`src/rtl/led_pkg.sv`:
```
// Shared encodings for the LED matrix controller: display modes, scan FSM states
// and a counter-width helper.
package led_pkg;

    typedef enum logic [1:0] {
        MODE_NORMAL  = 2'd0,
        MODE_REVERSE = 2'd1,
        MODE_TEST    = 2'd2,
        MODE_STOP    = 2'd3
    } led_mode_e;

    typedef enum logic {
        ST_BLANK = 1'b0,
        ST_DRIVE = 1'b1
    } led_state_e;

    // Bits needed to count 0..n-1, never less than one.
    function automatic int unsigned cnt_width(input int unsigned n);
        return (n > 1) ? $clog2(n) : 1;
    endfunction

endpackage

```
`src/rtl/led_pwm_slot.sv`:
```
// PWM timebase: divides the clock into TICK_DIV-clock slots and counts slots
// 0..2^GRAY_BITS-1 while run_i is high; both counters clear while idle.
module led_pwm_slot
    import led_pkg::*;
#(
    parameter int unsigned GRAY_BITS = 3,
    parameter int unsigned TICK_DIV  = 4
) (
    input  logic                 clk,
    input  logic                 rst,
    input  logic                 run_i,
    output logic [GRAY_BITS-1:0] slot_nxt_o,
    output logic                 last_o
);

    localparam int unsigned TW = cnt_width(TICK_DIV);

    logic [TW-1:0]        tick_q, tick_d;
    logic [GRAY_BITS-1:0] slot_q, slot_d;
    logic                 tick_last;

    always_comb begin
        tick_last = (tick_q == TW'(TICK_DIV - 1));
        tick_d    = '0;
        slot_d    = '0;
        if (run_i) begin
            tick_d = tick_last ? '0 : tick_q + TW'(1);
            slot_d = tick_last ? slot_q + GRAY_BITS'(1) : slot_q;
        end
    end

    assign last_o     = run_i && tick_last && (slot_q == '1);
    assign slot_nxt_o = slot_d;

    always_ff @(posedge clk) begin
        if (rst) begin
            tick_q <= '0;
            slot_q <= '0;
        end else begin
            tick_q <= tick_d;
            slot_q <= slot_d;
        end
    end

endmodule

```
`src/rtl/led_matrix_ctrl.sv`:
```
// Double-buffered red/green LED matrix scanner with PWM gray levels and row blanking.
// Define LED_BRIGHTNESS_EN to add the 'bright' input that caps the displayed level.
module led_matrix_ctrl
    import led_pkg::*;
#(
    parameter int unsigned ROWS      = 8,
    parameter int unsigned COLS      = 8,
    parameter int unsigned GRAY_BITS = 3,
    parameter int unsigned TICK_DIV  = 4,
    parameter int unsigned BLANK_CYC = 2
) (
    input  logic                     clk,
    input  logic                     rst,
    input  logic [1:0]               mode,
    input  logic                     wr_valid,
    output logic                     wr_ready,
    input  logic [$clog2(ROWS)-1:0]  wr_row,
    input  logic [$clog2(COLS)-1:0]  wr_col,
    input  logic [GRAY_BITS-1:0]     wr_r,
    input  logic [GRAY_BITS-1:0]     wr_g,
`ifdef LED_BRIGHTNESS_EN
    input  logic [GRAY_BITS-1:0]     bright,
`endif
    input  logic                     swap_req,
    output logic                     swap_done,
    output logic                     frame_start,
    output logic [ROWS-1:0]          output_row,
    output logic [COLS-1:0]          output_col_r,
    output logic [COLS-1:0]          output_col_g
);

    localparam int unsigned RW   = $clog2(ROWS);
    localparam int unsigned NPIX = ROWS * COLS;
    localparam int unsigned IW   = cnt_width(NPIX);
    localparam int unsigned PW   = 2 * GRAY_BITS;
    localparam int unsigned BW   = cnt_width(BLANK_CYC);
    localparam int unsigned LMAX = (2 ** GRAY_BITS) - 1;

    led_state_e           state_q, state_d;
    led_mode_e            mode_q, mode_d;
    logic [RW-1:0]        row_q, row_d;
    logic [BW-1:0]        blank_q, blank_d;
    logic                 front_q, front_d;
    logic                 pend_q, pend_d;
    logic                 frame_odd_q, frame_odd_d;
    logic                 fs_q, fs_d;
    logic                 done_q, done_d;
    logic                 rdy_q;
    logic [ROWS-1:0]      out_row_q, out_row_d;
    logic [COLS-1:0]      col_r_q, col_r_d;
    logic [COLS-1:0]      col_g_q, col_g_d;

    logic [PW-1:0]        fb_q [2][NPIX];
    logic [IW-1:0]        wr_idx;
    logic                 wr_fire;
    logic [GRAY_BITS-1:0] slot_nxt;
    logic                 pwm_last;
    logic [PW-1:0]        pix;
    logic [GRAY_BITS-1:0] lvl_r, lvl_g;

    led_pwm_slot #(
        .GRAY_BITS (GRAY_BITS),
        .TICK_DIV  (TICK_DIV)
    ) u_pwm (
        .clk        (clk),
        .rst        (rst),
        .run_i      (state_q == ST_DRIVE),
        .slot_nxt_o (slot_nxt),
        .last_o     (pwm_last)
    );

    assign wr_idx  = IW'(wr_row) * IW'(COLS) + IW'(wr_col);
    assign wr_fire = wr_valid && rdy_q && (32'(wr_row) < ROWS) && (32'(wr_col) < COLS);

    // Scan FSM: STOP overrides everything; mode and buffer swap commit only at BLANK exit.
    always_comb begin
        state_d     = state_q;
        row_d       = row_q;
        blank_d     = blank_q;
        mode_d      = mode_q;
        front_d     = front_q;
        pend_d      = pend_q | swap_req;
        frame_odd_d = frame_odd_q;
        fs_d        = 1'b0;
        done_d      = 1'b0;
        if (led_mode_e'(mode) == MODE_STOP) begin
            state_d = ST_BLANK;
            row_d   = RW'(ROWS - 1);
            blank_d = '0;
        end else begin
            unique case (state_q)
                ST_BLANK: begin
                    if (blank_q == BW'(BLANK_CYC - 1)) begin
                        state_d = ST_DRIVE;
                        blank_d = '0;
                        row_d   = (row_q == RW'(ROWS - 1)) ? '0 : row_q + RW'(1);
                        mode_d  = led_mode_e'(mode);
                        if (row_d == '0) begin
                            fs_d = 1'b1;
                            if (pend_q) begin
                                front_d = ~front_q;
                                pend_d  = 1'b0;
                                done_d  = 1'b1;
                            end
                        end
                    end else begin
                        blank_d = blank_q + BW'(1);
                    end
                end
                ST_DRIVE: begin
                    if (pwm_last) begin
                        state_d = ST_BLANK;
                        if (row_q == RW'(ROWS - 1)) frame_odd_d = ~frame_odd_q;
                    end
                end
                default: ;
            endcase
        end
    end

    // Pin values are derived from next-state so they line up with the FSM edge.
    always_comb begin
        out_row_d = '1;
        col_r_d   = '0;
        col_g_d   = '0;
        pix       = '0;
        lvl_r     = '0;
        lvl_g     = '0;
        if (state_d == ST_DRIVE) begin
            out_row_d[row_d] = 1'b0;
            for (int c = 0; c < COLS; c++) begin
                pix   = fb_q[front_d][IW'(row_d) * IW'(COLS) + IW'(c)];
                lvl_r = pix[PW-1:GRAY_BITS];
                lvl_g = pix[GRAY_BITS-1:0];
                unique case (mode_d)
                    MODE_REVERSE: begin
                        lvl_r = GRAY_BITS'(LMAX) - lvl_r;
                        lvl_g = GRAY_BITS'(LMAX) - lvl_g;
                    end
                    MODE_TEST: begin
                        lvl_r = frame_odd_q ? '0 : GRAY_BITS'(LMAX);
                        lvl_g = frame_odd_q ? GRAY_BITS'(LMAX) : '0;
                    end
                    default: ;
                endcase
`ifdef LED_BRIGHTNESS_EN
                if (bright < lvl_r) lvl_r = bright;
                if (bright < lvl_g) lvl_g = bright;
`endif
                col_r_d[c] = (slot_nxt < lvl_r);
                col_g_d[c] = (slot_nxt < lvl_g);
            end
        end
    end

    always_ff @(posedge clk) begin
        if (rst) begin
            state_q     <= ST_BLANK;
            mode_q      <= MODE_NORMAL;
            row_q       <= RW'(ROWS - 1);
            blank_q     <= '0;
            front_q     <= 1'b0;
            pend_q      <= 1'b0;
            frame_odd_q <= 1'b0;
            fs_q        <= 1'b0;
            done_q      <= 1'b0;
            rdy_q       <= 1'b1;
            out_row_q   <= '1;
            col_r_q     <= '0;
            col_g_q     <= '0;
        end else begin
            state_q     <= state_d;
            mode_q      <= mode_d;
            row_q       <= row_d;
            blank_q     <= blank_d;
            front_q     <= front_d;
            pend_q      <= pend_d;
            frame_odd_q <= frame_odd_d;
            fs_q        <= fs_d;
            done_q      <= done_d;
            rdy_q       <= ~pend_d;
            out_row_q   <= out_row_d;
            col_r_q     <= col_r_d;
            col_g_q     <= col_g_d;
        end
    end

    // Pixel store {red, green}; writes always target the back buffer.
    always_ff @(posedge clk) begin
        if (rst) begin
            for (int b = 0; b < 2; b++) begin
                for (int i = 0; i < NPIX; i++) fb_q[b][i] <= '0;
            end
        end else if (wr_fire) begin
            fb_q[~front_q][wr_idx] <= {wr_r, wr_g};
        end
    end

    assign wr_ready     = rdy_q;
    assign swap_done    = done_q;
    assign frame_start  = fs_q;
    assign output_row   = out_row_q;
    assign output_col_r = col_r_q;
    assign output_col_g = col_g_q;

endmodule

```
`config.mk`:
```
export PLATFORM = sky130hd
export DESIGN_NAME = led_matrix_ctrl
export DESIGN_NICKNAME = d
export VERILOG_FILES = /design/src/rtl/led_pkg.sv /design/src/rtl/led_pwm_slot.sv /design/src/rtl/led_matrix_ctrl.sv
export SDC_FILE = /design/constraint.sdc
export NUM_CORES = 1
export LEC_CHECK = 0
export ABC_AREA = 0
export BUFFER_PORTS_ARGS = -buffer_cell sky130_fd_sc_hd__buf_2
export CAP_MARGIN = 20
export CORE_MARGIN = 2
export CORE_UTILIZATION = 66
export CTS_BUF_LIST = sky130_fd_sc_hd__clkbuf_4 sky130_fd_sc_hd__clkbuf_8
export CTS_CLUSTER_SIZE = 40
export DETAILED_ROUTE_END_ITERATION = 12
export PLACE_DENSITY = 0.8
export SETUP_SLACK_MARGIN = 0.1
export SYNTH_ARGS = -nofsm -noshare
export SYNTH_HDL_FRONTEND = slang
export SYNTH_SLANG_ARGS = --single-unit
```
`constraint.sdc`:
```
create_clock -name clk -period 5 [get_ports clk]
set_input_delay 1 -clock clk [delete_from_list [all_inputs] [get_ports clk]]
set_output_delay 1 -clock clk [all_outputs]
set_load 0.005 [all_outputs]
```
Yosys cells after proc, flatten, opt, wreduce, memory -nomap -nowiden --
Memory sizes are Yosys's and may differ from the RTL's. Index checks and enable logic that the tools add are counted.
Word-level totals: flip-flop bits (word level) 42, latch bits 0, memory bits (writable) 768, ROM bits 0, input port bits 18, output and inout bits 27, logic and storage cells 206, memories 1
Memories:
- fb_q | depth 2, width 384, read ports 1, clocked after Yosys merged registers in 0, write ports 2, line led_matrix_ctrl.sv:53 | logic [PW-1:0] fb_q [2][NPIX];
Operators by class: $add $sub $neg 28, $mul 0, divide/modulo/power cells 0, $lt $le $gt $ge 28, eq/ne operators 6, shifts and indexed selects 0, muxes and demuxes 96, bitwise logic cells 19, reduce and logical (&&, ||, !) cells 13
Operators by type and width (count):
- $mux 384 | 3
- $reduce_or 384->1 | 1
- $bmux 6 s6 | 8
- $mux 6 | 17
- $pmux 3 s2 | 16
- $mux 3 | 24
- $ge 7x7->1 const B | 9
- $not 6->7 | 9
- $lt 3x3->1 | 16
- $sub 3x3->3 const A | 16
- $demux 6 s6 | 1
- $add 6x3->6 const B | 4
- $mux 1 | 22
- $add 6x2->6 const B | 2
- $not 1->1 | 8
- $not 8->8 | 1
- $lt 7x1->1 const B | 1
- $add 3x1->3 const B | 2
- $add 6x1->6 const B | 1
- $add 6x3->6 | 1
- $eq 2x2->1 const B | 3
- $eq 3x3->1 const B | 2
- $mux 2 | 3
- $logic_and 1x1->1 | 5
- other kinds (14) | 15

Depth between registers and ports, before layout --
An unclocked memory read counts as a cell.
word-level depth 15, mapped depth 16, mapped depth without buffers 14

By module --
A second synthesis with hierarchy kept.
Unflattened totals: cell total of the unflattened synthesis 2503, area total of the unflattened synthesis 36815.3 um^2
Modules (own cells, without submodules):
- led_matrix_ctrl | instances 1, cells each 2481, area each 36557.6 um^2, sequential area each 23802.8 um^2
- led_pwm_slot | instances 1, cells each 22, area each 257.7 um^2, sequential area each 100.1 um^2

Worst setup path before layout --
No wires, ideal clock.
path kind input -> register, from input port mode[0], to register col_g_q[0] (netlist: output_col_g[0]), setup time 74 ps, arrival 3875 ps, required time 4926 ps, setup slack 1051 ps, stages 13, buffers on the path 2, cell sequence nand2_1 and3_1 buf_4 xnor2_4 buf_2 mux4_2 a22o_1 a221oi_2 nand2_1 a22o_1 ha_1 a211o_1 a31oi_1
On the way: word-level cells in the longest chain between the ends 10
RTL lines:
- start: declaration | line led_matrix_ctrl.sv:14 | input logic [1:0] mode,
- $eq 2x2->1 | line led_matrix_ctrl.sv:86 | if (led_mode_e'(mode) == MODE_STOP) begin
- $mux 1 / $mux 3 (equally long branches) | line led_matrix_ctrl.sv:86
- $mem_v2 2x384 / $not 6->7 (equally long branches)
- $bmux 6 s6 | line led_matrix_ctrl.sv:132 | pix = fb_q[front_d][IW'(row_d) * IW'(COLS) + IW'(c)];
- $mux 6 (implied by the code) (2 in series) | line led_matrix_ctrl.sv:132
- $sub 3x3->3 | line led_matrix_ctrl.sv:138 | lvl_g = GRAY_BITS'(LMAX) - lvl_g;
- $pmux 3 s2 | line led_matrix_ctrl.sv:135 | unique case (mode_d)
- $mux 3 | line led_matrix_ctrl.sv:129 | if (state_d == ST_DRIVE) begin
- $lt 3x3->1 | line led_matrix_ctrl.sv:151 | col_g_d[c] = (slot_nxt < lvl_g);
- end signal: assignment | line led_matrix_ctrl.sv:184 | col_g_q <= col_g_d;
- end: declaration | line led_matrix_ctrl.sv:51 | logic [COLS-1:0] col_g_q, col_g_d;
Parallel ways exist; a longest one is shown, timed or not. The select of a mux whose other input is x is not followed. A chain may end at the register's enable or synchronous reset.

Worst setup path after layout --
from register row_q[0], to register col_g_q[7] (netlist: output_col_g[7])
On the way: word-level cells in the longest chain between the ends 15
RTL lines:
- start: declaration | line led_matrix_ctrl.sv:41 | logic [RW-1:0] row_q, row_d;
- start signal: assignment | line led_matrix_ctrl.sv:160 | row_q <= RW'(ROWS - 1);
- start signal: assignment | line led_matrix_ctrl.sv:174 | row_q <= row_d;
- branches (longest 8 deep; another with $add 6x3->6)
- $bmux 6 s6 (*) | line led_matrix_ctrl.sv:132
- $mux 6 (implied by the code) (*) (2 in series) | line led_matrix_ctrl.sv:132
- $sub 3x3->3 | line led_matrix_ctrl.sv:138
- $pmux 3 s2 (*) | line led_matrix_ctrl.sv:135
- $mux 3 (*) | line led_matrix_ctrl.sv:129
- $lt 3x3->1 (*) | line led_matrix_ctrl.sv:151
Mark *: on every way between the ends. The select of a mux whose other input is x is not followed.

==> impl_metrics.csv <==
group,metric,value,unit
yosys,synth_ff_type,"edfxtp_1",
cells_and_area,final_area,39800,um^2
placement,hpwl,59.6,mm
drt,ant_nets,0,
yosys,ys_warn_count,0,
timing,min_period,4360,ps
critical_path,startpoint_type,"register",
timing,rsz0062_at_grt,"no",
cells_and_area,nets,2650,
yosys,synthTopCellsByArea,"edfxtp_1 63%, mux4_2 8.2%, and3_1 7.1%",
yosys,synth_edf_count,768,
timing,max_freq,0.229,GHz
status,outcome,"finished clean",
critical_path,crit_path_end_kind,"register",
job,max-cap-violations,0,
yosys,async_flop_share,0,
cts,cts_tree,"yes",
global_route,antenna_found_initial,8,
cts,clk_pin_slew_worst_paths,60,ps
yosys,ys_ff_latch,810,
timing,setup_viol_count_final,0,
cts,cts.sinks,810,
global_route,first_global_vias,24371,
cells_and_area,drive_above_1_share,0.205,
placement,gp_congestion,0.879,
placement,numPortBuffers,44,
floorplan,core.rowCount,86,
floorplan,initial_core_util,0.664,
yosys,synth_top_area_frac,0.634,
critical_path,worstPathMaxFanout,48,
floorplan,die_h,239,um
cts,htreeDepth,3,
drt,drt_iter0_markers,4300,
yosys,synth_area,36400,um^2
cts,clockRootBuffer,"clkbuf_8",
cts,cts_hold_buffers,0,
floorplan,ios,45,
yosys,synthTopCellsByCount,"768 x edfxtp_1, 411 x and3_1, 290 x nand2_1",
cells_and_area,syn_to_final_growth,9.51,%
yosys,ys_types,53,
drt,routedWlPerCell,30.2,um
yosys,seq_area_frac_synth,0.657,
pwr,ir_drop,0.000249,V
timing,clock_skew,50.5,ps
drt,drc_errors,0,
global_route,grt_usage,0.366,
hold_path,hold_depth,1,
floorplan,coreArea,54800,um^2
drt,vias,24383,
hold_path,hold_path_class,"register to register",
yosys,avgSynthCellArea,14.1,um^2
timing,timing.final.hold_violations,0,
timing,tightest_slew,1240,ps
timing,fin_setup_tns,0,ps
critical_path,reg2regPathDepth,15,
pwr,p_per_area,386,nW/um^2
floorplan,die_w,239,um
global_route,grt_max_degree,74,
yosys,synth.most_common_cell,"edfxtp_1",
drt,drt_wl_total,103,mm
global_route,grt_pass1_wl,151,mm
critical_path,critPathArrivalTime,5040,ps
timing,slew_viol_final,0,
cells_and_area,antenna_cells,0,
cts,clk_latency,770,ps
cts,cts_made_buffers,120,
yosys,synthCells,2586,
yosys,yosysTopAreaCell,"edfxtp_1",
critical_path,crit_type,"register to register",
critical_path,critPathRequiredTime,5680,ps
timing,relSlewSlack,0.173,
global_route,grt_remaining_overflow,0,
placement,placed_area,37500,um^2
drt,vias_per_cell,7.17,
cts,cts_resized,0,
floorplan,die-area,57000,um^2
drt,first_pass_iters,6,
cts,cts_buffer_depth,3,
yosys,synth_nets,2644,
pwr,power.leakage,16.3,nW
timing,period_share,0.873,
layout make-up:
class                           count  area (um^2)
Clock buffer                      158         1950
Clock inverter                     69          345
Fill cell                        3289        14900
Inverter                            8         30.0
Multi-Input combinational cell   1488        11400
Sequential cell                   810        23900
Tap cell                          704          881
Timing Repair Buffer              164         1300
sequential cells by signal (all words and copies together), names as in the netlist:
name and count:
wr_ready 1, front_q 1, state_q 1, pend_q 1, frame_start 1, blank_q 1, frame_odd_q 1, mode_q 2
output_col_r 8, u_pwm.slot_q 3, output_col_g 8, swap_done 1, fb_q 768, u_pwm.tick_q 2, output_row 8, row_q 3
critical path, cell delays in order, from the launching register on:
cell and delay [ps]:
dfxtp_1 340, ha_1 200, ha_1 200, or4b_1 580, o211ai_1 300, buf_12 290, buf_12 300, mux4_2 350
a22o_1 250, a221oi_2 210, nand2_1 80, a22o_1 210, ha_1 290, a21o_1 160, a211oi_1 270, o21a_1 170
per-stage QoR:
step	utilization	power, W	setup WS, ps	std cells	hold WS [ps]
6_report	0.727	0.0154	637	3401	439
5_1_grt	0.727	0.0158	471	3401	461
4_1_cts	0.726	0.0153	333	3397	439
3_5_place_dp	0.684	0.0103	280	3170	430
3_3_place_gp	0.684	0.0102	333	3170	413
2_1_floorplan	-	0.00951	1050	2586	405
cell families (layout without fill, tap and decap cells):
family	count (synthesis)	in the layout	share of synthesized area
AND/OR/NAND/NOR	989	989	0.141
flip-flops	810	810	0.657
AO/OA/AOI/OAI	321	321	0.0710
buffers and inverters	288	399	0.0331
multiplexers	135	135	0.0826
adder cells (fa/ha/maj)	40	40	0.0138
XOR/XNOR	3	3	0.00175
report_power, final:
part / internal [W] / switching (W) / total, W
Combinational: 0.000824 / 0.00143 / 0.00226
Sequential: 0.00784 / 0.000132 / 0.00797
Clock: 0.00260 / 0.00256 / 0.00516
Total: 0.0113 / 0.00413 / 0.0154
final timing paths:
check                                   from                          to  slack (ps)
hold reg to reg   u_pwm.tick_q[0]$_SDFF_PP0_  u_pwm.tick_q[0]$_SDFF_PP0_         440
hold / removal    u_pwm.tick_q[0]$_SDFF_PP0_  u_pwm.tick_q[0]$_SDFF_PP0_         440
setup reg to reg         row_q[0]$_SDFF_PP1_  output_col_g[7]$_SDFF_PP0_         640
setup / recovery         row_q[0]$_SDFF_PP1_  output_col_g[7]$_SDFF_PP0_         640
cell usage in the layout (no fill, tap or decap), types with 15 or more instances in the layout:
cell type	netlist	layout
buf_4	10	107
nand3_1	136	136
a21o_1	65	65
dfxtp_1	42	42
buf_2	31	43
clkinv_2	0	15
nor2_1	83	80
and3_1	411	403
a221oi_2	31	31
a221o_1	15	15
ha_1	40	38
a32oi_1	16	16
a21oi_1	66	64
clkbuf_4	0	36
mux4_2	132	132
a22o_1	63	63
nand4_1	16	16
a211o_1	15	15
a31oi_1	30	30
nand2_1	290	290
clkinv_1	0	43
edfxtp_1	768	768
clkbuf_8	0	122
per-layer routing:
layer	up-vias	routed length, um	global-route usage
li1	10022	-	-
met1	11784	34600	0.500
met2	2179	46700	0.553
met3	388	16300	0.0969
met4	10	4840	0.178
met5	-	98	0
repair_timing:
item / in CTS / in global routing
setup endpoints to repair: 0 / 3
hold endpoints to repair: 0 / 0
buffers inserted: 0 / 4
No activity file was read; power rests on OpenSTA's default activity.
